--- config.mk ---
export PLATFORM = sky130hd
export DESIGN_NAME = instruction_fetch_unit
export DESIGN_NICKNAME = d
export VERILOG_FILES = /design/src/rtl/instruction_fetch_unit.sv
export SDC_FILE = /design/constraint.sdc
export NUM_CORES = 1
export LEC_CHECK = 0
export CAP_MARGIN = 25
export CORE_ASPECT_RATIO = 0.75
export CORE_MARGIN = 3
export CORE_UTILIZATION = 44
export DETAILED_ROUTE_END_ITERATION = 8
export PLACE_DENSITY = 0.78
export SYNTH_ARGS = -nofsm -noshare
export SYNTH_HDL_FRONTEND = slang
export SYNTH_SLANG_ARGS = --single-unit
--- constraint.sdc ---
create_clock -name Clk -period 2.3 [get_ports Clk]
set_input_delay 0.46 -clock Clk [delete_from_list [all_inputs] [get_ports Clk]]
set_output_delay 0.46 -clock Clk [all_outputs]
set_load 0.01 [all_outputs]
--- src/rtl/instruction_fetch_unit.sv ---
// Fetch stage: holds the PC, addresses the combinational instruction memory and
// captures the returned word into the IF/ID register. Handles stall, redirect and halt.
module instruction_fetch_unit #(
    parameter int unsigned             ADDR_WIDTH = 7,
    parameter int unsigned             DATA_WIDTH = 32,
    parameter logic [ADDR_WIDTH-1:0]   RESET_PC   = '0,
    parameter logic [DATA_WIDTH-1:0]   NOP        = '0
) (
    input  logic                  Clk,
    input  logic                  Reset,
    output logic [ADDR_WIDTH-1:0] Address,
    input  logic [DATA_WIDTH-1:0] Instruction,
    input  logic                  Stall,
    input  logic                  Redirect,
    input  logic [ADDR_WIDTH-1:0] RedirectTarget,
    input  logic                  Halt,
    output logic [DATA_WIDTH-1:0] IFID_Instruction,
    output logic [ADDR_WIDTH-1:0] IFID_PC,
    output logic [ADDR_WIDTH-1:0] IFID_PCNext,
    output logic                  IFID_Valid,
    output logic [15:0]           FetchCount,
    output logic                  Halted
);

    localparam int unsigned COUNT_W = 16;
    localparam logic [COUNT_W-1:0] COUNT_MAX = '1;

    typedef enum logic [1:0] {
        ST_IDLE   = 2'd0,
        ST_RUN    = 2'd1,
        ST_HALTED = 2'd2
    } state_t;

    state_t                 state_q, state_d;
    logic [ADDR_WIDTH-1:0]  pc_q, pc_d;
    logic [DATA_WIDTH-1:0]  ifid_instr_q, ifid_instr_d;
    logic [ADDR_WIDTH-1:0]  ifid_pc_q, ifid_pc_d;
    logic [ADDR_WIDTH-1:0]  ifid_pcnext_q, ifid_pcnext_d;
    logic                   ifid_valid_q, ifid_valid_d;
    logic [COUNT_W-1:0]     fetch_count_q, fetch_count_d;
    logic                   halted_q, halted_d;
    logic [ADDR_WIDTH-1:0]  pc_inc;

    assign pc_inc = pc_q + ADDR_WIDTH'(1);

    // State and datapath registers
    always_ff @(posedge Clk) begin
        if (Reset) begin
            state_q       <= ST_IDLE;
            pc_q          <= RESET_PC;
            ifid_instr_q  <= NOP;
            ifid_pc_q     <= '0;
            ifid_pcnext_q <= '0;
            ifid_valid_q  <= 1'b0;
            fetch_count_q <= '0;
            halted_q      <= 1'b0;
        end else begin
            state_q       <= state_d;
            pc_q          <= pc_d;
            ifid_instr_q  <= ifid_instr_d;
            ifid_pc_q     <= ifid_pc_d;
            ifid_pcnext_q <= ifid_pcnext_d;
            ifid_valid_q  <= ifid_valid_d;
            fetch_count_q <= fetch_count_d;
            halted_q      <= halted_d;
        end
    end

    // Next-state logic
    always_comb begin
        state_d = state_q;
        unique case (state_q)
            ST_IDLE:   state_d = ST_RUN;
            ST_RUN:    if (Halt) state_d = ST_HALTED;
            ST_HALTED: state_d = ST_HALTED;
            default:   state_d = ST_IDLE;
        endcase
    end

    // Datapath updates; priority in RUN is halt > redirect > stall > fetch
    always_comb begin
        pc_d          = pc_q;
        ifid_instr_d  = ifid_instr_q;
        ifid_pc_d     = ifid_pc_q;
        ifid_pcnext_d = ifid_pcnext_q;
        ifid_valid_d  = ifid_valid_q;
        fetch_count_d = fetch_count_q;
        halted_d      = (state_d == ST_HALTED);
        if (state_q == ST_RUN) begin
            if (Halt || Redirect) begin
                ifid_instr_d  = NOP;
                ifid_pc_d     = '0;
                ifid_pcnext_d = '0;
                ifid_valid_d  = 1'b0;
                if (!Halt) begin
                    pc_d = RedirectTarget;
                end
            end else if (!Stall) begin
                ifid_instr_d  = Instruction;
                ifid_pc_d     = pc_q;
                ifid_pcnext_d = pc_inc;
                ifid_valid_d  = 1'b1;
                pc_d          = pc_inc;
                if (fetch_count_q != COUNT_MAX) begin
                    fetch_count_d = fetch_count_q + COUNT_W'(1);
                end
            end
        end
    end

    assign Address          = pc_q;
    assign IFID_Instruction = ifid_instr_q;
    assign IFID_PC          = ifid_pc_q;
    assign IFID_PCNext      = ifid_pcnext_q;
    assign IFID_Valid       = ifid_valid_q;
    assign FetchCount       = fetch_count_q;
    assign Halted           = halted_q;

endmodule
==> flow_summary.yaml, run 1 <==
clock_network:
  clk_pin_slew_ns: 0.08
  cts_buffers: 9
  cts_resized: 0
  clockBufferDepth: 2
  h-tree-depth: 3
  cts_root_buf: "clkbuf_8"
  cts_tree: "yes"
  postCtsHoldBufs: 0
  clkLatencyLatePin_ns: 0.33
  cts_num_sinks: 73
  cts_setup_buffers: 0
global_routing:
  grt_pass1_wl_microns: 13500
  grt_max_degree: 43
  track_usage_pct: 20.8
  grt.overflow.total: 0
  antenna_found_initial: 0
  grt_pass1_vias: 2868
sta:
  relSlewSlack_pct: 54.3
  setup_tns_ns: 0
  hold_viol_final: 0
  fin_crit_sh_pct: 86.6
  timing.fmax_mhz: 502
  skew_ns: 0.00782
  finalSetupViolations: 0
  final-max-slew-violation-count: 0
  rsz0062_at_grt: "no"
  min_period_ns: 1.99
  tightest_slew_ns: 0.686
die:
  rows: 25
  io_pins: 115
  die_y_microns: 77.4
  core_area_sq_mm: 0.00644
  die-area_sq_mm: 0.00783
  die_w_microns: 101
  initial_utilization_pct: 46.4
worst_hold_path:
  min_to: "IFID_PCNext[4]"
  worstHoldStart: "IFID_PCNext[4]"
  hp-class: "flop to flop"
  worst_hold_path.num_cells: 2
critical_path:
  reg2reg_slack_ns: 0.51
  worstSetupStartpointType: "input pin"
  crit_arrival_ns: 2.25
  end_kind: "flop"
  required_ns: 2.56
  timing.rr.start: "FetchCount[3]"
  critical_path_class: "input pin to flop"
  cp_max_fo: 15
  rr_worst_depth: 4
  r2r-end: "FetchCount[13]"
drt:
  viasPerCell: 5.41
  vias: 2883
  drc: 0
  wl_microns: 8010
  drtAntennaViolNets: 0
  drt-initial-drc-count: 167
  wl_per_cell_microns: 15.0
  first_pass_iters: 5
yosys:
  seq_area_frac_synth_pct: 48.8
  synth_ff_type: "dfxtp_1"
  synth_edf_count: 0
  synthArstFlopShare_pct: 0
  synth_top_area_share_pct: 48.8
  ys.warnings.count: 0
  synth-seq-cells: 73
  ys_types: 40
  netlist_area_sq_mm: 0.00299
  syn_nets: 377
  synth_cells: 331
  ys_top_cells_by_area: "dfxtp_1 (49%), a22oi_1 (11%), nor2_1 (7.3%)"
  syn_avg_cell_area_sq_um: 9.04
  synth_top_cell_by_area: "dfxtp_1"
power_and_ir_drop:
  power_density_mw_per_mm2: 615
  p_leak_nw: 1.58
  worst_ir_drop_vdd_mv: 0.347
layout:
  final_cell_mix: "clkdlybuf4s50_1 (113), dfxtp_1 (73), nor2_1 (58)"
  final_common_cell: "clkdlybuf4s50_1"
  antennaDiodeCount: 0
  layout.nets: 493
  fillers: 508
  final_area_sq_mm: 0.00450
  area_growth_pct: 50.5
  stdcell_count: 533
  drive_gt1_share_pct: 9.51
  postLayoutCoreUtil_pct: 69.9
status:
  status: "complete, no violations"
placement:
  dp.cells: 517
  place_area_sq_mm: 0.00427
  gp_routability_congestion: 0.799
  port_buffers: 114
  dp_hpwl_microns: 5640
run:
  maxCapViolations: 0
## report_power, final
part           internal [mW]  total, mW  leakage, nW  switching, mW
logic                  0.157      0.286        0.872          0.130
registers               1.29       1.31        0.590         0.0236
clock network          0.722       1.17        0.118          0.452
total                   2.17       2.77         1.58          0.605
## flip-flops by register name, summed over array words and instances (netlist names)
register and count:
state_q 2, FetchCount 16, IFID_Instruction 32, Address 7, IFID_PC 7, IFID_PCNext 7
IFID_Valid 1, Halted 1
## synth_stat cells, drive strengths merged (2+ instances only)
cell type	number
dfxtp	73
nor2	58
a22oi	42
a21oi	18
clkbuf	18
nand2	17
nand3	10
o31ai	9
buf	8
mux2	8
a211oi	7
nor2b	7
o21ai	7
nand4	6
or4	5
nand2b	4
a311oi	3
and2	3
nand3b	3
nor3	3
and4	2
ha	2
inv	2
o21a	2
or3	2
xnor2	2
## logic make-up after synthesis
logic type | share of synthesized area, %
and+or+nand+nor | 20.5
buffers and inverters | 4.10
DFF | 48.8
muxes | 3.35
AOI/OAI and AO/OA | 21.5
adders and majority gates | 0.836
xor gates and xnor gates | 0.878
## worst max-delay path, stage by stage
cell	delay (ns)
clkdlybuf4s50_1	0.46
nor4b_4	0.37
nand4_4	0.25
or4_1	0.55
a21oi_1	0.16
## stage by stage
stage | setup WS, ns | hold slack, ns | power (mW)
floorplan | 0.454 | 0.476 | 1.46
global placement | 0.0279 | 0.445 | 1.62
detailed placement | -0.0209 | 0.449 | 1.62
CTS | 0.324 | 0.463 | 2.80
global route | 0.218 | 0.482 | 2.90
finish | 0.309 | 0.461 | 2.77
## how the worst max path moves through the flow
stage | to | cells after the start | start
final | FetchCount[13] | 5 | Halt
after global routing | FetchCount[13] | 5 | Halt
after CTS | FetchCount[13] | 5 | Halt
after detailed placement | FetchCount[10] | 5 | Halt
after global placement | FetchCount[10] | 5 | Halt
after floorplan | FetchCount[12] | 6 | Halt
## final cells by class
type,count,area (sq um),area share (%)
Tap cell,81,101,2.25
Clock buffer,11,131,2.92
Clock inverter,5,104,2.31
Multi-Input combinational cell,230,1410,31.3
Sequential cell,73,1460,32.5
Inverter,2,7.51,0.167
Timing Repair Buffer,131,1290,28.6
## per-layer routing
metal  track usage, %  vias up  wire, microns
met5                0        -              0
met3             5.48        6            680
met4             5.71        0             47
met2             33.0      105           3700
li1                 -     1433              -
met1             28.0     1339           3580
(Power assumes the default switching activity.)
==> inputs of run 2 (changes only) <==
--- a/config.mk
+++ b/config.mk
@@ -6,9 +6,11 @@
 export NUM_CORES = 1
 export LEC_CHECK = 0
 export CAP_MARGIN = 25
+export CELL_PAD_IN_SITES_DETAIL_PLACEMENT = 1
+export CELL_PAD_IN_SITES_GLOBAL_PLACEMENT = 2
 export CORE_ASPECT_RATIO = 0.75
 export CORE_MARGIN = 3
-export CORE_UTILIZATION = 44
+export CORE_UTILIZATION = 25
 export DETAILED_ROUTE_END_ITERATION = 8
 export PLACE_DENSITY = 0.78
 export SYNTH_ARGS = -nofsm -noshare
==> run 2 against run 1 <==
Effect of this change:
- first-iteration DRC count is 29% lower
- critical path depth stayed put
- flip-flop and latch count stayed put
- via count is 2.6% higher
- clock skew is 0.0010 ns lower
- total power is 8.0% higher
- register-to-register slack worse by 0.06 ns
- cell count is 14% higher
==> flow_summary.yaml, run 2 (synthesis gave the netlist of run 1 again) <==
status:
  status: "complete, no violations"
global_routing:
  grt_max_degree: 36
  use_met2_pct: 21.8
  met3_usage_pct: 5.04
  grt_pass1_vias: 2967
  grtUsageMet1_pct: 19.3
  grt.overflow.total: 0
  track_usage_pct: 14.4
  grt_pass1_wl_microns: 15400
  antenna_found_initial: 0
  gr-max-usage-layer: "met2"
clock_network:
  cts_setup_buffers: 0
  clk_pin_slew_ns: 0.06
  clkLatencyLatePin_ns: 0.33
  clockBufferDepth: 2
  cts_resized: 0
  postCtsHoldBufs: 0
  cts_num_sinks: 73
  cts_root_buf: "clkbuf_16"
  cts_buffers: 9
  cts_tree: "yes"
  h-tree-depth: 3
sta:
  hold_viol_final: 0
  timing.fmax_mhz: 478
  min_period_ns: 2.09
  rsz0062_at_grt: "no"
  finalSetupViolations: 0
  setup_tns_ns: 0
  fin_crit_sh_pct: 91.0
  tightest_slew_ns: 0.648
  final-max-slew-violation-count: 0
  whs_ns: 0.462
  skew_ns: 0.00680
  relSlewSlack_pct: 56.8
layout:
  layout.nets: 494
  final_common_cell: "clkdlybuf4s50_1"
  area_growth_pct: 56.2
  antennaDiodeCount: 0
  drive_gt1_share_pct: 9.71
  largest_reg_flops: 32
  stdcell_count: 610
  final_cell_mix: "clkdlybuf4s50_1 (113), dfxtp_1 (73), nor2_1 (58)"
  fillers: 1319
  postLayoutCoreUtil_pct: 41.3
critical_path:
  critical_path_class: "input pin to flop"
  required_ns: 2.57
  end_kind: "flop"
  critical-path-slowest-cell: "or4_1"
  crit_arrival_ns: 2.36
  path_cells: "clkdlybuf4s50_1 > nor4b_4 > nand4_4 > or4_1 > a21oi_1"
  cp_max_fo: 14
  worstSetupStartpointType: "input pin"
  critPathMaxStageDelay_ns: 0.55
drt:
  first_pass_iters: 4
  viasPerCell: 4.85
  drt-initial-drc-count: 119
  drc: 0
  vias: 2959
  drtAntennaViolNets: 0
  wl_per_cell_microns: 15.7
  wl_microns: 9580
die:
  io_pins: 115
  die_y_microns: 101
  core_area_sq_mm: 0.0113
  die-area_sq_mm: 0.0133
  rows: 33
  die_w_microns: 132
  initial_utilization_pct: 26.4
power_and_ir_drop:
  power_density_mw_per_mm2: 640
  worst_ir_drop_vdd_mv: 0.326
  p_leak_nw: 1.61
  finalPower_mw: 2.99
worst_hold_path:
  hp-class: "flop to flop"
placement:
  dp_hpwl_microns: 6930
  port_buffers: 114
  gp_routability_congestion: 0.703
  dp.cells: 594
run:
  maxCapViolations: 0
[run 2: changes by cell type in the layout (fill, tap and decap cells not counted)]
cell       before  now
clkbuf_1        2    3
clkbuf_8        9    1
a21o_2          0    1
clkinv_2        1    2
clkinv_4        1    0
clkbuf_16       0    9
a21o_1          1    0
bufinv_16       3    1
buf_12          2    3
[run 2: path summary, 6_finish.rpt]
path / start / to / slack [ns] / depth (start not counted)
worst max-delay path: Halt / FetchCount[13] / 0.21 / 5
worst max register to register: state_q[1] / FetchCount[13] / 0.45 / 4
worst min-delay path: IFID_PCNext[2] / IFID_PCNext[2] / 0.46 / 2
worst min register to register: IFID_PCNext[2] / IFID_PCNext[2] / 0.46 / 2
[run 2: cell type report]
cell class | instances | area [sq um] | share of cell area, %
clock buffer | 13 | 250 | 5.35
clock inverter | 3 | 40.0 | 0.857
inverter | 2 | 7.51 | 0.161
multi-input combinational | 230 | 1410 | 30.1
sequential | 73 | 1460 | 31.3
tap | 157 | 196 | 4.20
timing repair buffer | 132 | 1310 | 28.0
[run 2: routing by layer]
metal | wire, microns | vias up
li1 | - | 1435
met4 | 117 | 0
met2 | 4090 | 86
met1 | 4880 | 1427
met3 | 497 | 11
met5 | 0 | -
[run 2: power breakdown]
part | total, mW | internal, mW | switching [mW]
logic | 0.298 | 0.160 | 0.138
clock network | 1.38 | 0.867 | 0.514
registers | 1.31 | 1.29 | 0.0248
[run 2: worst max-delay path: cells and delay by family]
family,cells,cell delay (ns)
compound gates,1,0.14
buf+inv,1,0.46
simple gates,3,1.29
[run 2: per-stage QoR]
step                setup slack [ns]  area (sq um)
floorplan                      0.454          2990
detailed placement            -0.165          4380
global placement             -0.0992          4380
CTS                            0.194          4670
finish                         0.207          4670
global route                   0.104          4670
==> inputs of run 3 (changes only) <==
--- a/config.mk
+++ b/config.mk
@@ -12,7 +12,9 @@
 export CORE_MARGIN = 3
 export CORE_UTILIZATION = 25
 export DETAILED_ROUTE_END_ITERATION = 8
+export GPL_TIMING_DRIVEN = 0
 export PLACE_DENSITY = 0.78
+export SKIP_LAST_GASP = 1
 export SYNTH_ARGS = -nofsm -noshare
 export SYNTH_HDL_FRONTEND = slang
 export SYNTH_SLANG_ARGS = --single-unit
==> run 3 against run 2 <==
Effect of this change:
- cell count grew 0.82%
- maximum frequency up 5.1%
- utilization is 0.69 points lower
- wire length grew 3.2%
- sequential share of layout area grew 0.53 points
- flip-flop and latch count stayed put
- first-iteration DRC count rose by 28%
- global-route usage up 0.28 points
- sequential power is essentially flat
- critical path type is now flop to flop
- critical endpoint is now FetchCount[0]
==> flow_summary.yaml, run 3 (synthesis gave the netlist of run 1 again) <==
die:
  io_pins: 115
  initial_utilization_pct: 26.4
  die_y_microns: 101
  rows: 33
  die_w_microns: 132
  core_area_sq_mm: 0.0113
  die-area_sq_mm: 0.0133
sta:
  rsz0062_at_grt: "no"
  fin_ws_ns: 0.308
  fin_crit_sh_pct: 86.6
  timing.fmax_mhz: 502
  hold_viol_final: 0
  tightest_slew_ns: 0.902
  min_period_ns: 1.99
  skew_ns: 0.00633
  relSlewSlack_pct: 39.4
  finalSetupViolations: 0
  final-max-slew-violation-count: 0
  whs_ns: 0.367
drt:
  wl_microns: 9890
  viasPerCell: 4.79
  drt-initial-drc-count: 152
  drc: 0
  drtAntennaViolNets: 0
  wl_per_cell_microns: 16.1
  first_pass_iters: 4
  vias: 2943
layout:
  drive_gt1_share_pct: 7.42
  final_area_sq_mm: 0.00460
  final_common_cell: "clkdlybuf4s50_1"
  final_cell_mix: "clkdlybuf4s50_1 (111), dfxtp_1 (73), nor2_1 (58)"
  antennaDiodeCount: 0
  layout.nets: 499
  largest_reg_flops: 32
  area_growth_pct: 53.6
  stdcell_count: 615
worst_hold_path:
  min_to: "state_q[0]"
  worstHoldStart: "Halt"
  worst_hold_path.num_cells: 2
  hp-class: "input pin to flop"
critical_path:
  timing.rr.start: "FetchCount[12]"
  critical_path_class: "flop to flop"
  path_cells: "nand4_1 > nor3_1 > a21oi_1 > mux2_2"
  end_kind: "flop"
  worstSetupStartpointType: "flop"
  required_ns: 2.51
  cp_max_fo: 7
  critPathMaxStageDelay_ns: 0.66
  crit_arrival_ns: 2.20
  reg2reg_slack_ns: 0.31
  r2r-end: "FetchCount[0]"
  rr_worst_depth: 4
  critical-path-slowest-cell: "nor3_1"
power_and_ir_drop:
  worst_ir_drop_vdd_mv: 0.286
  finalPower_mw: 2.97
  power_density_mw_per_mm2: 647
  p_leak_nw: 1.55
clock_network:
  cts_buffers: 9
  h-tree-depth: 3
  cts_root_buf: "clkbuf_16"
  clkLatencyLatePin_ns: 0.33
  clk_pin_slew_ns: 0.06
  clockBufferDepth: 2
  cts_resized: 0
  cts_num_sinks: 73
  cts_setup_buffers: 0
  cts_tree: "yes"
  postCtsHoldBufs: 0
placement:
  gp_routability_congestion: 0.753
  port_buffers: 111
  dp_hpwl_microns: 7320
  place_area_sq_mm: 0.00430
  post-place-ws_ns: -0.0760
  dp.cells: 599
global_routing:
  grt_pass1_vias: 2918
  grt_max_degree: 14
  grt.overflow.total: 0
  track_usage_pct: 14.7
  antenna_found_initial: 0
  grt_pass1_wl_microns: 15700
run:
  maxCapViolations: 0
status:
  status: "complete, no violations"
## run 3: cell count changes in the layout (fill, tap and decap cells not counted), sizes merged
| cell | delta |
|---|---|
| buf | -11 |
| clkinv | +1 |
| clkinvlp | +3 |
| clkdlybuf4s50 | -2 |
| clkbuf | +14 |
## run 3: cell type report
cell class,count,area [sq um]
Multi-Input combinational cell,230,1410
Fill cell,1325,6720
Clock buffer,9,225
Buffer,26,115
Inverter,2,7.51
Tap cell,157,196
Sequential cell,73,1460
Clock inverter,7,71.3
Timing Repair Buffer,111,1110
## run 3: per-layer routing
| layer | track usage (%) | routed length, microns | share of wire [%] | up-vias |
|---|---|---|---|---|
| met5 | 0 | 0 | 0 | - |
| met4 | 4.31 | 98 | 0.99 | 0 |
| met3 | 4.69 | 557 | 5.6 | 8 |
| met2 | 21.5 | 4050 | 41 | 89 |
| met1 | 20.7 | 5180 | 52 | 1402 |
| li1 | - | - | - | 1444 |
## run 3: power breakdown
part           switching (mW)  leakage [nW]  total (mW)  internal [mW]
registers              0.0250         0.590        1.31           1.29
logic                   0.143         0.826       0.286          0.143
clock network           0.537         0.137        1.37          0.836
## run 3: stage by stage
step | utilization (%) | setup TNS [ns]
detailed placement | 38.0 | -0.0996
global route | 40.6 | 0
finish | 40.6 | 0
global placement | 38.0 | -0.0319
CTS | 40.6 | 0
floorplan | - | 0
## run 3: worst max path at each step
stage               slack [ns]              to            from
finish                    0.31   FetchCount[0]  FetchCount[12]
global route              0.16   FetchCount[0]  FetchCount[12]
CTS                       0.27      Address[0]           Stall
detailed placement       -0.08      Address[0]           Stall
global placement         -0.03      Address[0]           Stall
floorplan                 0.45  FetchCount[12]            Halt
## run 3: critical path, delay by kind of cell (launching register included)
family	cells	cell delay, ns
flip-flops	1	0.44
AO/OA/AOI/OAI	1	0.24
AND/OR/NAND/NOR	2	0.88
multiplexers	1	0.32
